`config.mk`:
```
export PLATFORM = sky130hd
export DESIGN_NAME = cfg_chain_loader
export DESIGN_NICKNAME = d
export VERILOG_FILES = /design/src/rtl/cfg_chain_loader.sv
export SDC_FILE = /design/constraint.sdc
export NUM_CORES = 1
export LEC_CHECK = 0
export ABC_AREA = 0
export BUFFER_PORTS_ARGS = -buffer_cell sky130_fd_sc_hd__buf_2
export CAP_MARGIN = 20
export CORE_MARGIN = 8
export CORE_UTILIZATION = 35
export CTS_CLUSTER_DIAMETER = 40
export DETAILED_ROUTE_END_ITERATION = 10
export GPL_TIMING_DRIVEN = 0
export PLACE_DENSITY_LB_ADDON = 0.05
export SYNTH_ARGS = -nofsm -noshare
export SYNTH_HDL_FRONTEND = slang
export SYNTH_SLANG_ARGS = --single-unit
```
`constraint.sdc`:
```
create_clock -name clk -period 3.3 [get_ports clk]
set_input_delay 0.825 -clock clk [delete_from_list [all_inputs] [get_ports clk]]
set_output_delay 0.825 -clock clk [all_outputs]
set_load 0.05 [all_outputs]
```
`src/rtl/cfg_chain_loader.sv`:
```
//------------------------------------------------------------------------------
// cfg_chain_loader
//
// Takes configuration words from a valid/ready source and shifts them into the
// CCDFF configuration chain one bit per cycle, LSB first. When the whole chain
// has been filled, it holds the chain enable (cfg_en) high for LATCH_CYCLES
// cycles so every cell captures its bit. It then pulses done for one cycle.
//
// Ports
//   clk, reset      clock; asynchronous active-high reset
//   start, abort    begin a load (IDLE only) / cancel a load in progress
//   s_valid/s_data  bitstream word input, s_ready accepts it
//   cfg_sin         serial data into the chain head
//   cfg_shift_en    chain advances one position
//   cfg_sout        serial data from the chain tail
//   cfg_en          chain latch enable
//   busy, done      status: loading / one-cycle completion pulse
//   bit_count       bits shifted so far, saturating at CHAIN_LEN
//   sout_parity     running XOR of cfg_sout over all shift cycles
//
// Every output is a flop. Its next value is decoded from the next-state values
// of the control registers, so it matches a decode of the current state.
//------------------------------------------------------------------------------
module cfg_chain_loader #(
   parameter int CHAIN_LEN    = 160,
   parameter int WORD_W       = 8,
   parameter int LATCH_CYCLES = 2,
   localparam int CW          = $clog2(CHAIN_LEN + 1)
) (
   input  logic              clk,
   input  logic              reset,
   input  logic              start,
   input  logic              abort,
   input  logic              s_valid,
   input  logic [WORD_W-1:0] s_data,
   output logic              s_ready,
   output logic              cfg_sin,
   output logic              cfg_shift_en,
   input  logic              cfg_sout,
   output logic              cfg_en,
   output logic              busy,
   output logic              done,
   output logic [CW-1:0]     bit_count,
   output logic              sout_parity
);

   localparam int IW = (WORD_W > 1) ? $clog2(WORD_W) : 1;
   localparam int LW = (LATCH_CYCLES > 1) ? $clog2(LATCH_CYCLES) : 1;

   localparam logic [CW-1:0] CNT_ONE  = CW'(1);
   localparam logic [CW-1:0] CNT_LAST = CW'(CHAIN_LEN - 1);
   localparam logic [CW-1:0] CNT_FULL = CW'(CHAIN_LEN);
   localparam logic [IW-1:0] IDX_ONE  = IW'(1);
   localparam logic [IW-1:0] IDX_LAST = IW'(WORD_W - 1);
   localparam logic [LW-1:0] LAT_ONE  = LW'(1);
   localparam logic [LW-1:0] LAT_LAST = LW'(LATCH_CYCLES - 1);

   typedef enum logic [1:0] {
      ST_IDLE  = 2'd0,
      ST_SHIFT = 2'd1,
      ST_LATCH = 2'd2,
      ST_DONE  = 2'd3
   } state_t;

   // Running parity update for one sampled chain-tail bit.
   function automatic logic parity_step(input logic acc, input logic bit_in);
      return acc ^ bit_in;
   endfunction

   state_t              state_r, state_s;
   logic [WORD_W-1:0]   buf_r, buf_s;
   logic [IW-1:0]       idx_r, idx_s;
   logic                buf_valid_r, buf_valid_s;
   logic [CW-1:0]       cnt_r, cnt_s;
   logic                par_r, par_s;
   logic [LW-1:0]       lat_r, lat_s;

   logic                s_ready_r, s_ready_s;
   logic                cfg_sin_r, cfg_sin_s;
   logic                shift_en_r, shift_en_s;
   logic                cfg_en_r, cfg_en_s;
   logic                busy_r, busy_s;
   logic                done_r, done_s;

   // Next-state logic for the FSM, the word buffer and the counters.
   always_comb begin
      state_s     = state_r;
      buf_s       = buf_r;
      idx_s       = idx_r;
      buf_valid_s = buf_valid_r;
      cnt_s       = cnt_r;
      par_s       = par_r;
      lat_s       = lat_r;
      case (state_r)
         ST_IDLE: begin
            // abort blocks a simultaneous start
            if (start && !abort) begin
               state_s     = ST_SHIFT;
               cnt_s       = '0;
               par_s       = 1'b0;
               buf_valid_s = 1'b0;
               idx_s       = '0;
            end else begin
               state_s = ST_IDLE;
            end
         end
         ST_SHIFT: begin
            if (abort) begin
               state_s     = ST_IDLE;
               buf_valid_s = 1'b0;
               idx_s       = '0;
            end else if (cnt_r >= CNT_FULL) begin
               // Defensive: the chain is already full, go straight to latching
               state_s     = ST_LATCH;
               buf_valid_s = 1'b0;
               idx_s       = '0;
               lat_s       = '0;
            end else if (buf_valid_r) begin
               cnt_s = cnt_r + CNT_ONE;
               par_s = parity_step(par_r, cfg_sout);
               // Buffer drains at the word end or when the chain is full,
               // discarding any unused upper bits of the last word.
               if ((idx_r == IDX_LAST) || (cnt_r == CNT_LAST)) begin
                  buf_valid_s = 1'b0;
                  idx_s       = '0;
               end else begin
                  idx_s = idx_r + IDX_ONE;
               end
               if (cnt_r == CNT_LAST) begin
                  state_s = ST_LATCH;
                  lat_s   = '0;
               end else begin
                  state_s = ST_SHIFT;
               end
            end else if (s_valid && s_ready_r) begin
               buf_s       = s_data;
               buf_valid_s = 1'b1;
               idx_s       = '0;
            end else begin
               state_s = ST_SHIFT;
            end
         end
         ST_LATCH: begin
            if (abort) begin
               state_s = ST_IDLE;
            end else if (lat_r == LAT_LAST) begin
               state_s = ST_DONE;
            end else begin
               lat_s = lat_r + LAT_ONE;
            end
         end
         ST_DONE: begin
            state_s = ST_IDLE;
         end
         default: begin
            state_s     = ST_IDLE;
            buf_valid_s = 1'b0;
            idx_s       = '0;
         end
      endcase
   end

   // Output decode from next-state values, registered below.
   always_comb begin
      s_ready_s  = 1'b0;
      cfg_sin_s  = 1'b0;
      shift_en_s = 1'b0;
      cfg_en_s   = 1'b0;
      busy_s     = 1'b0;
      done_s     = 1'b0;
      case (state_s)
         ST_SHIFT: begin
            busy_s = 1'b1;
            if (buf_valid_s) begin
               shift_en_s = 1'b1;
               cfg_sin_s  = buf_s[idx_s];
            end else begin
               s_ready_s = (cnt_s < CNT_FULL);
            end
         end
         ST_LATCH: begin
            busy_s   = 1'b1;
            cfg_en_s = 1'b1;
         end
         ST_DONE: begin
            done_s = 1'b1;
         end
         ST_IDLE: begin
            busy_s = 1'b0;
         end
         default: begin
            busy_s = 1'b0;
         end
      endcase
   end

   // State, buffer, counter and output registers.
   always_ff @(posedge clk or posedge reset) begin
      if (reset) begin
         state_r     <= ST_IDLE;
         buf_r       <= '0;
         idx_r       <= '0;
         buf_valid_r <= 1'b0;
         cnt_r       <= '0;
         par_r       <= 1'b0;
         lat_r       <= '0;
         s_ready_r   <= 1'b0;
         cfg_sin_r   <= 1'b0;
         shift_en_r  <= 1'b0;
         cfg_en_r    <= 1'b0;
         busy_r      <= 1'b0;
         done_r      <= 1'b0;
      end else begin
         state_r     <= state_s;
         buf_r       <= buf_s;
         idx_r       <= idx_s;
         buf_valid_r <= buf_valid_s;
         cnt_r       <= cnt_s;
         par_r       <= par_s;
         lat_r       <= lat_s;
         s_ready_r   <= s_ready_s;
         cfg_sin_r   <= cfg_sin_s;
         shift_en_r  <= shift_en_s;
         cfg_en_r    <= cfg_en_s;
         busy_r      <= busy_s;
         done_r      <= done_s;
      end
   end

   assign s_ready      = s_ready_r;
   assign cfg_sin      = cfg_sin_r;
   assign cfg_shift_en = shift_en_r;
   assign cfg_en       = cfg_en_r;
   assign busy         = busy_r;
   assign done         = done_r;
   assign bit_count    = cnt_r;
   assign sout_parity  = par_r;

endmodule

```
---- Word level (Yosys, flattened, before mapping) ----
Cells that the tools add are included.
W data, S select, Z words.
word-level totals
  register bits after elaboration ......... 30
  input bits .............................. 14
  output and inout bits ................... 15
  logic and storage cells ................. 101
cells by class
  add/subtract/negate cells ............... 3
  magnitude comparators ................... 3
  equal/unequal tests ..................... 15
  muxes and demuxes ....................... 56
  bitwise operators ....................... 1
  reductions and logical operators ........ 10
operators with widths
  cell                   count
  $mux W8                9
  $mux W1                27
  $mux W3                6
  $pmux W8 S2            1
  $mux W2                7
  $ne A2 B2 Y1 const B   5
  $reduce_and A5 Y1      2
  $add A8 B1 Y8 const B  1
  $eq A2 B2 Y1 const B   4
  $eq A8 B8 Y1 const B   1
  $ge A8 B8 Y1 const B   1
  $lt A8 B8 Y1 const B   1
  $pmux W2 S4            1
  $ne A3 B3 Y1 const B   2
  $pmux W1 S2            3
  $pmux W3 S2            1
  $eq A2 B1 Y1 const B   2
  $lt A3 B4 Y1 const B   1
  $reduce_bool A2 Y1     2
  $add A3 B1 Y3 const B  1
  $bmux W1 S3            1
  $eq A3 B3 Y1 const B   1
  $logic_and A1 B1 Y1    2
  $logic_not A2 Y1       1
  5 further kinds        5

---- Logic depth before layout (Yosys ltp) ----
  depth in word-level cells ............... 11
  gate-level depth with buffers ........... 11
  depth with buffers taken out ............ 11

---- Worst setup path after synthesis ----
No wires, ideal clock.
  path kind ............................... flip-flop to flip-flop
  start ................................... register cnt_r[0], in the netlist bit_count[0]
  end ..................................... register cfg_sin_r, in the netlist cfg_sin
  setup time .............................. 124 ps
  data arrival time ....................... 2359 ps
  required time ........................... 3176 ps
  setup slack ............................. 817 ps
  stages on the path, launching flop included .. 9
  path buffers ............................ 0
  period minus slack after synthesis ...... 2483 ps
  cells stage by stage .................... dfrtp_1 > ha_1 > and3_1 > a41oi_1 > and4b_1 > a22oi_2 > mux2i_1 > nor3_1 > o31a_1
between the ends
  longest elaborated chain between the ends .. 11
  elaborated cells on any way between the ends .. 26
  classes of those cells .................. 1 x order compare; 2 x eq/ne; 22 x mux; 1 x reduce/logical
ends and longest elaborated chain
  element                        RTL line  text
  start: declaration             74        logic [CW-1:0] cnt_r, cnt_s;
  start signal: assignment       218       cnt_r <= cnt_s;
  $eq A8 B8 Y1                   123, 129
  $logic_or A1 B1 Y1             123       if ((idx_r == IDX_LAST) || (cnt_r == CNT_LAST)) begin
  $mux W3                        123
  $mux W3                        118       end else if (buf_valid_r) begin
  $mux W3                        112       end else if (cnt_r >= CNT_FULL) begin
  $mux W3                        108       if (abort) begin
  $pmux W3 S2                    94        case (state_r)
  $bmux W1 S3                    176       cfg_sin_s = buf_s[idx_s];
  $mux W1 (implied by the code)  176
  $mux W1                        174       if (buf_valid_s) begin
  $mux W1 (*)                    171       case (state_s)
  net cfg_sin_s                  79        logic cfg_sin_r, cfg_sin_s;
  end signal: assignment         222       cfg_sin_r <= cfg_sin_s;
  end: declaration               79
The timed path passes the listed nets; every way through them passes the cells marked *. The select of a mux whose other input is x is not followed.
A chain may end at the register's enable or synchronous reset.

---- Worst setup path after layout ----
  start ................................... input port abort
  end ..................................... register cfg_sin_r, in the netlist cfg_sin
between the ends
  longest elaborated chain between the ends .. 8
  elaborated cells on any way between the ends .. 19
  classes of those cells .................. 1 x eq/ne; 16 x mux; 2 x reduce/logical
ends and longest elaborated chain
  element                        RTL line  text
  start: declaration             33        input logic abort,
  $logic_not A1 Y1               97        if (start && !abort) begin
  $logic_and A1 B1 Y1            97
  $mux W3                        97
  $pmux W3 S2                    94
  $bmux W1 S3                    176
  $mux W1 (implied by the code)  176
  $mux W1                        174
  $mux W1 (*)                    171
  net cfg_sin_s                  79
Marks and branches as above.

==> reports/qor.csv <==
metric;value;unit
status;finished, final reports clean;
area of the multi-input gates;708;sq um
initial antenna violation count;0;
DP Area;0.00173;sq mm
WL/cell;14.4;um
Hold WC Path Type;flop to flop;
Post-synth EDFFs;0;
1st-pass router iterations;4;
CTS tree;done;
critical path launch point type;primary input;
Synth Net Count;158;
most common cell in the netlist;dfrtp_1;
GRT Residual Overflow;0;
DRT iter0 DRCs;87;
n_diodes;0;
die area;0.00662;sq mm
post-cts resize count;0;
TNS Setup;0;ns
Initial Util;36.9;%
RSZ-0062 raised after global routing;false;
I/O Pins;29;
row count;23;
WP data required;3.46;ns
fin area;0.00181;sq mm
Max transition margin;62.5;%
Residual DRC;0;
Worst Tran Pin Value;0.558;ns
Max Buffers Root-to-Sink;2;
Die W;81.4;um
FF+latch area;751;sq um
Post-Syn Area;0.00150;sq mm
post-synthesis area per instance;10.9;sq um
fin crit period;2.49;ns
placed wire-length estimate;2520;um
cell mode on critical path;a21o_1;
gp weighted congestion;0.768;
CP max stage cell;a22oi_2;
layout cell share with drive strength beyond 1;28.3;%
Ys Warns;0;
synthesis-to-layout area growth;20.7;%
largest net degree at the start of global routing;22;
power density cells;462;mW/mm^2
Achievable Freq;401;MHz
via count;1117;
CP max FO;7;
vias in the first global route;1152;
leading post-synthesis cells by instance count;dfrtp_1, nor2_1, nand2_1;
Detailed Route WL;3210;um
maximum vdd drop;0.000329;V
crit-path cells;buf_2, nand2b_1, a21o_1, a21o_1, a22oi_2, mux2i_1, nor3_1, o31a_1;
clk_skew;0.00643;ns
post-synth top area share;50.2;%
Die Y;81.4;um
sequential area share after synthesis;50.2;%
# nets final;194;
synthesized flop and latch total;30;
Antenna Nets Post-Route;0;
endpoints failing setup;0;
CTS clk-pin slew, worst paths;0.06;ns
Crit Path Class;primary input to flop;
Final Max Slew Viols;0;
hold_buf cts;0;
asr flop ratio synth;100;%
GR Util All Layers;10.9;%
Fill cells;432;
H-tree depth;2;
CP Data Arrival Time;2.65;ns
first-pass GRT wire length;5440;um
unique cell type count in the Yosys netlist;35;
CP max stage delay;0.41;ns
leak pwr;0.937;nW
Mapped Cells;137;
Setup crit end kind;flop;
worst skew pair latency;0.28;ns
area leader, netlist;dfrtp_1;
vias per cell;5.01;
final hold slack;0.493;ns
Final period util;75.5;%
placeable core area;0.00406;sq mm
CTS Buf Count;5;
number of clock sinks;30;
IO buf count;28;
root buf cell;clkbuf_8;
top post-synthesis cells by area;dfrtp_1, ha_1, mux2i_1;
max_cap viols;0;
top_reg_cell synth;dfrtp_1;
final hold vios;0;
Post-CTS Setup Inserts;0;
-- through the flow --
stage | power (W) | setup WS (ns) | utilization [%] | cells
3_3_place_gp | 0.000564 | 0.499 | 41.9 | 215
2_1_floorplan | 0.000530 | 0.817 | - | 137
3_5_place_dp | 0.000573 | 0.520 | 42.6 | 216
6_report | 0.000835 | 0.808 | 44.5 | 223
4_1_cts | 0.000851 | 0.808 | 44.5 | 223
5_1_grt | 0.000881 | 0.670 | 44.5 | 223
-- kinds of logic (layout without fill, tap and decap cells) --
family                     Yosys count  in the layout  share of synthesized area [%]
xor gates and xnor gates             3              3                           1.76
buffers and inverters               10             46                           2.51
muxes                               16             16                           12.0
and+or+nand+nor                     47             47                           17.1
adders and majority gates            7              7                           5.85
DFF                                 30             30                           50.2
AOI/OAI and AO/OA                   24             24                           10.7
-- worst paths after layout --
kind,from,to,slack (ns),depth (start not counted)
worst max-delay path,abort,cfg_sin,0.81,8
min in group asynchronous,reset,lat_r,0.55,2
max in group asynchronous,reset,bit_count[0],2.28,3
worst min register to register,buf_r[1],buf_r[1],0.49,1
worst min-delay path,buf_r[1],buf_r[1],0.49,1
worst max register to register,bit_count[0],cfg_sin,0.89,8
-- cells in the final DEF (no fill, tap or decap) --
master,Yosys,layout
a41oi_1,1,1
a22oi_2,1,1
nand3_1,5,5
nor4_1,2,2
mux2_2,6,6
o21ai_1,3,3
and3b_1,1,1
buf_16,0,1
o31ai_1,1,1
and2_1,1,1
mux2_1,1,1
nor2_1,15,15
inv_1,10,10
buf_2,0,28
o22ai_1,1,1
o21a_4,1,1
and3_1,1,1
clkbuf_8,0,5
mux2_4,2,2
clkinv_2,0,2
xor2_1,2,2
mux2i_1,7,7
nor3_1,3,3
nor3_4,1,1
ha_1,7,7
nand2b_1,1,1
nand4_4,1,1
a21oi_1,5,5
nand2_1,11,11
nor2b_1,2,2
nand2b_2,1,1
o31a_1,1,1
and4_1,1,1
a21o_1,3,3
o21ai_0,6,6
a22o_1,1,1
xnor2_1,1,1
and4b_1,1,1
dfrtp_1,30,30
-- area by class of cell --
| cell class | instances | area share (%) |
|---|---|---|
| Multi-Input combinational cell | 97 | 39.2 |
| Timing Repair Buffer | 29 | 9.29 |
| Tap cell | 50 | 3.47 |
| Clock buffer | 5 | 3.81 |
| Inverter | 10 | 2.08 |
| Clock inverter | 2 | 0.554 |
| Sequential cell | 30 | 41.6 |
-- where the power goes --
part / switching (W) / leakage (nW) / internal [W]
combinational: 0.0000830 / 0.493 / 0.0000587
clock: 0.000131 / 0.0438 / 0.000141
sequential: 0.0000155 / 0.401 / 0.000405
total: 0.000230 / 0.937 / 0.000605
-- registers in the layout, summed over array words and instances (netlist names) --
register,cells
bit_count,8
buf_r,8
idx_r,3
state_r,2
buf_valid_r,1
busy,1
cfg_en,1
cfg_shift_en,1
cfg_sin,1
done,1
lat_r,1
s_ready,1
sout_parity,1
-- worst max-delay path: cells and delay by family --
kind	cells	cell delay, ns
AO/OA/AOI/OAI	4	1.17
AND/OR/NAND/NOR	2	0.24
multiplexers	1	0.26
buffers and inverters	1	0.15
-- metal layers --
metal	vias up	global-route usage, %	part of all wire, %
met5	-	0	0
met4	0	6.43	2.4
met2	26	17.1	48
met1	532	12.8	44
met3	8	3.31	5.5
li1	551	-	-
Power figures use the tool's default switching activity.
